==> src/rtl/calib_pulse_seq.sv <==
// calib_pulse_seq: arbitrated single-shot/burst calibration pulse generator with delayed trigger requests
module calib_pulse_seq #(
    parameter int NPLS_W = 12,
    parameter int DLY_W  = 8
) (
    input  logic              CLK40,
    input  logic              RST_RESYNC,
    input  logic              TTC_INJ,
    input  logic              TTC_EXT,
    input  logic              SW_START,
    input  logic              SW_ABORT,
    input  logic              SW_SEL,
    input  logic [NPLS_W-1:0] BURST_LEN,
    input  logic [3:0]        PLS_WIDTH,
    input  logic [DLY_W-1:0]  PLS_GAP,
    input  logic [DLY_W-1:0]  TRG_DLY,
    output logic              INJ_PULSE,
    output logic              EXT_PULSE,
    output logic              TRG_REQ,
    output logic              BUSY,
    output logic              DONE,
    output logic              TRG_OVR,
    output logic              REQ_DROP,
    output logic [NPLS_W-1:0] PLS_SENT
);
    typedef enum logic [1:0] {IDLE, PULSE, GAP, DRAIN} state_t;
    state_t state;
    logic [NPLS_W-1:0] target, start_len, sent_nxt;
    logic [3:0] w_lat, pcnt, w_in;
    logic [DLY_W-1:0] g_lat, d_lat, gcnt, tcnt, d_use, g_in;
    logic sel_inj, abort, any_req, accept, start_sel, pls_start;
    assign BUSY = state != IDLE;
    always_comb begin
        abort     = SW_ABORT && state != IDLE;
        any_req   = TTC_INJ || TTC_EXT || SW_START;
        accept    = state == IDLE && !SW_ABORT && (TTC_INJ || TTC_EXT || (SW_START && BURST_LEN != '0));
        start_sel = TTC_INJ ? 1'b1 : TTC_EXT ? 1'b0 : SW_SEL;
        start_len = (TTC_INJ || TTC_EXT) ? NPLS_W'(1) : BURST_LEN;
        w_in      = PLS_WIDTH == 4'd0 ? 4'd1 : PLS_WIDTH;
        g_in      = PLS_GAP == '0 ? DLY_W'(1) : PLS_GAP;
        pls_start = accept || (!abort && state == GAP && gcnt == DLY_W'(1));
        d_use     = state == IDLE ? TRG_DLY : d_lat;
        sent_nxt  = &PLS_SENT ? PLS_SENT : PLS_SENT + NPLS_W'(1);
    end
    always_ff @(posedge CLK40 or posedge RST_RESYNC) begin
        if (RST_RESYNC) begin
            state     <= IDLE;
            INJ_PULSE <= 1'b0;
            EXT_PULSE <= 1'b0;
            TRG_REQ   <= 1'b0;
            DONE      <= 1'b0;
            TRG_OVR   <= 1'b0;
            REQ_DROP  <= 1'b0;
            PLS_SENT  <= '0;
            target    <= '0;
            sel_inj   <= 1'b0;
            w_lat     <= 4'd1;
            pcnt      <= '0;
            g_lat     <= DLY_W'(1);
            d_lat     <= '0;
            gcnt      <= '0;
            tcnt      <= '0;
        end else begin
            REQ_DROP <= any_req && !(accept && $onehot({TTC_INJ, TTC_EXT, SW_START}));
            DONE     <= 1'b0;
            // single delay counter: a pending trigger wins over a newer pulse's trigger
            TRG_REQ  <= !abort && (tcnt == DLY_W'(1) || (pls_start && tcnt == '0 && d_use == '0));
            TRG_OVR  <= !abort && pls_start && tcnt != '0;
            tcnt     <= abort ? '0 : (pls_start && tcnt == '0) ? d_use : (tcnt != '0 ? tcnt - DLY_W'(1) : '0);
            if (abort) begin
                state     <= IDLE;
                INJ_PULSE <= 1'b0;
                EXT_PULSE <= 1'b0;
            end else if (accept) begin
                state     <= PULSE;
                target    <= start_len;
                sel_inj   <= start_sel;
                w_lat     <= w_in;
                g_lat     <= g_in;
                d_lat     <= TRG_DLY;
                pcnt      <= w_in;
                PLS_SENT  <= '0;
                INJ_PULSE <= start_sel;
                EXT_PULSE <= !start_sel;
            end else if (state == PULSE && pcnt == 4'd1) begin
                PLS_SENT  <= sent_nxt;
                INJ_PULSE <= 1'b0;
                EXT_PULSE <= 1'b0;
                gcnt      <= g_lat;
                state     <= sent_nxt == target ? DRAIN : GAP;
            end else if (state == PULSE) begin
                pcnt <= pcnt - 4'd1;
            end else if (state == GAP && gcnt == DLY_W'(1)) begin
                state     <= PULSE;
                pcnt      <= w_lat;
                INJ_PULSE <= sel_inj;
                EXT_PULSE <= !sel_inj;
            end else if (state == GAP) begin
                gcnt <= gcnt - DLY_W'(1);
            end else if (state == DRAIN && tcnt == '0) begin
                state <= IDLE;
                DONE  <= 1'b1;
            end
        end
    end
endmodule

==> config.mk <==
export PLATFORM = sky130hd
export DESIGN_NAME = calib_pulse_seq
export DESIGN_NICKNAME = d
export VERILOG_FILES = /design/src/rtl/calib_pulse_seq.sv
export SDC_FILE = /design/constraint.sdc
export NUM_CORES = 1
export LEC_CHECK = 0
export CORE_MARGIN = 5
export CORE_UTILIZATION = 55
export CTS_BUF_LIST = sky130_fd_sc_hd__clkbuf_16
export DETAILED_ROUTE_END_ITERATION = 16
export HOLD_SLACK_MARGIN = 0.1
export MAX_ROUTING_LAYER = met4
export PLACE_DENSITY = 0.8
export REMOVE_ABC_BUFFERS = 1
export SKIP_LAST_GASP = 1
export SYNTH_ARGS = -nofsm -noshare
export SYNTH_HDL_FRONTEND = slang
export SYNTH_SLANG_ARGS = --single-unit
export TNS_END_PERCENT = 10
==> constraint.sdc <==
create_clock -name CLK40 -period 2.8 [get_ports CLK40]
set_clock_uncertainty 0.15 [all_clocks]
set_input_delay 0.42 -clock CLK40 [delete_from_list [all_inputs] [get_ports CLK40]]
set_output_delay 0.42 -clock CLK40 [all_outputs]
set_load 0.02 [all_outputs]
==> results.cfg <==
[route]
ant_nets = 0
viasPerCell = 5.918
vias = 3764
drc = 0
post_drt_wl_per_cell_microns = 16.09
dr.pass1.iters = 5
finalWirelength_mm = 10.23
drt_iter0_markers = 182

[clock_network]
clock-root-buffer = clkbuf_16
path_clk_slew_ns = 0.06
clockBufferDepth = 2
clock-sinks = 73
cts_buffers = 9
insertion_delay_ns = 0.34
cts-htree-levels = 3
cts_tree = yes
holdBufCountCts = 0

[critical_path]
worstReg2RegStart = gcnt[3]$_DFFE_PP0P_
critPathArrivalTime_ns = 2.80
crit_path_start_kind = register
path_buf_inv = 0
worstPathCellList = or4_4 -> nor4b_4 -> nand3b_2 -> and2_4 -> or3_1 -> o22ai_2
cp.required_ns = 2.91
cpPeakStageDelay_ns = 0.59
crit_path_top_delay_cell = or4_4
cp_max_fo = 9
critical_path_depth = 6
r2r_setup_slack_ns = 0.11
r2r_cells = 6
endpoint = tcnt[2]$_DFF_PP0_
reg2reg_to = tcnt[2]$_DFF_PP0_
end_kind = register
crit_family = simple AND/OR/NAND/NOR gates
worstSetupPathType = register to register
cp-startpoint = gcnt[3]$_DFFE_PP0P_

[logic_synthesis]
yosys_register_bits = 73
ys.flop_type = dfrtp_1
synth_area_sq_um = 4212
synth_cells = 465
async_flop_share_pct = 100.0
synth-edff-count = 0
synth.distinct_cells = 58
synth.avg_cell_area_sq_um = 9.057
ys_warn_count = 0
yosysSeqAreaShare_pct = 43.43

[layout]
final_layout_size_suffix_gt1_share_pct = 13.30
syn2layout_area_growth_pct = 25.67
antenna_cells = 0
fillers = 593
fin_area_sq_um = 5293
nets = 577

[die]
initial_core_util_pct = 55.36
rows = 32
die_y_microns = 97.51
ios = 58
die-area_sq_um = 9507
core_sq_um = 7607
die_w_microns = 97.51

[global_route]
grt_max_degree = 74
grt_pass1_vias = 3802
antenna_found_initial = 0
grt_pass1_wl_mm = 17.62
grtUsageTotal_pct = 23.03
grt.overflow.total = 0

[pwr]
power.ir.vdd_worst_mv = 0.5458
power-per-cell-area_nw_per_um2 = 854.1
cellLeakagePower_nw = 2.189
power_mw = 4.521

[place]
io_buffer_count = 57
placed_cell_area_sq_um = 4969
routabilityCongestion = 0.9749
dp_slack_ns = 0.1291
dp_hpwl_mm = 7.470

[sta]
finalHoldViolations = 0
min_period_over_period_pct = 96.23
setup_tns_ns = 0
worst_pin_slew_ns = 0.4984
fmax_mhz = 371.1
drv_slew = 0
rsz0062_at_grt = no
setup_viol = 0
setup_slack_ns = 0.1055
fin_crit_ns = 2.695
slew_headroom_pct = 65.92

[worst_hold_path]
hold_path.class = input port to async pin

[flow_run]
maxCapViolations = 0

[status]
status = complete, no violations
## what timing repair did
item / in CTS / in global routing
endpoints found under the setup margin: 0 / 2
endpoints found under the hold margin: 0 / 0
setup buffers: 0 / 0
gates resized for setup: 0 / 1
## logic make-up after synthesis
kind of cell | count (synthesis) | synth area share, %
adder cells (fa/ha/maj) | 9 | 2.852
AO/OA/AOI/OAI | 128 | 18.00
AND/OR/NAND/NOR | 163 | 19.88
flip-flops | 73 | 43.43
XOR/XNOR | 18 | 3.744
buffers and inverters | 43 | 4.159
multiplexers | 31 | 7.932
## state kept, by name (all words and copies together), names as in the netlist, 2 cells and up
| name | flops |
|---|---|
| PLS_SENT | 12 |
| target | 12 |
| d_lat | 8 |
| g_lat | 8 |
| gcnt | 8 |
| tcnt | 8 |
| pcnt | 4 |
| w_lat | 4 |
| state | 2 |
## final cells by class
class                           instances  area (sq um)  share of cell area, %
Clock buffer                            9         225.2                  4.255
Clock inverter                          7         95.09                  1.797
Inverter                               19         71.32                  1.348
Multi-Input combinational cell        349          2211                  41.77
Sequential cell                        73          1829                  34.56
Tap cell                              102         127.6                  2.411
Timing Repair Buffer                   77         733.2                  13.85
## worst min-delay path by stage
stage / start / to / slack, ns / cells after the start
2_1_floorplan: w_lat[0]$_DFFE_PP1P_ / w_lat[0]$_DFFE_PP1P_ / 0.29 / 2
3_3_place_gp: w_lat[0]$_DFFE_PP1P_ / w_lat[0]$_DFFE_PP1P_ / 0.30 / 2
3_5_place_dp: w_lat[0]$_DFFE_PP1P_ / w_lat[0]$_DFFE_PP1P_ / 0.31 / 2
4_1_cts: w_lat[0]$_DFFE_PP1P_ / w_lat[0]$_DFFE_PP1P_ / 0.32 / 2
5_1_grt: w_lat[0]$_DFFE_PP1P_ / w_lat[0]$_DFFE_PP1P_ / 0.35 / 2
6_report: RST_RESYNC / d_lat[5]$_DFFE_PP0P_ / 0.31 / 3
## metrics by stage
stage	instances	utilization (%)	hold slack [ns]
floorplan	441	-	0.2915
global placement	620	65.31	0.3036
detailed placement	620	65.31	0.3066
CTS	636	69.52	0.3158
global route	636	69.57	0.3490
finish	636	69.57	0.3136
## routing by layer
metal | routed length, microns | vias up | track usage [%]
met2 | 5342 | 94 | 39.69
li1 | - | 1816 | -
met5 | 0 | - | -
met3 | 442 | 19 | 4.523
met1 | 4257 | 1835 | 26.67
met4 | 190 | 0 | 8.413
## power breakdown
part | switching [mW] | total (mW) | internal, mW
Sequential | 0.322 | 1.73 | 1.41
Combinational | 0.804 | 1.55 | 0.748
Clock | 0.460 | 1.24 | 0.779
Total | 1.59 | 4.52 | 2.93
## cells in the final DEF, fill, tap and decap left out, types with 12 or more instances in the layout
cell type / count
a21oi_1: 35
buf_4: 19
clkdlybuf4s50_1: 57
dfrtp_1: 71
inv_1: 18
mux2_2: 19
mux2i_1: 12
nand2_1: 53
nor2_1: 28
nor3_1: 16
o21ai_0: 48
xnor2_1: 15
## worst register-to-register path: cells and delay by family (launching register included)
| kind | cells | cell delay (ns) |
|---|---|---|
| AOI/OAI and AO/OA | 1 | 0.23 |
| and+or+nand+nor | 5 | 1.78 |
| DFF | 1 | 0.45 |
## cell usage after synthesis, types with 2 or more instances
cell       instances  share of area [%]
or3_1              3               0.45
nor3b_1            5               0.89
o21ai_0           48                5.7
and2_1             4               0.59
nor2b_1            3               0.45
nand2b_1           5               0.74
clkbuf_1          14                1.2
nand4b_1           2               0.42
a211oi_1           2               0.36
a32o_1             2               0.48
ha_1               8                2.4
nand2_1           53                4.7
a22o_1             2               0.42
dfrtp_1           71                 42
nor2_1            28                2.5
mux2i_1           12                2.9
o31ai_1            5               0.89
a2111oi_0          2               0.42
nor3_1            16                1.9
a21oi_1           36                4.3
buf_1              4               0.36
o22ai_1            8                1.2
or2_2              2               0.30
a31o_2             2               0.42
and3_1             5               0.74
inv_1             19                1.7
mux2_2            19                5.1
nor4_1            11                1.6
buf_2              5               0.59
xnor2_1           15                3.1
nand3_1           11                1.3
dfstp_2            2                1.2
nand4_1            6               0.89
xor2_1             3               0.62
a31oi_1            9                1.3
Power figures use the tool's default switching activity.
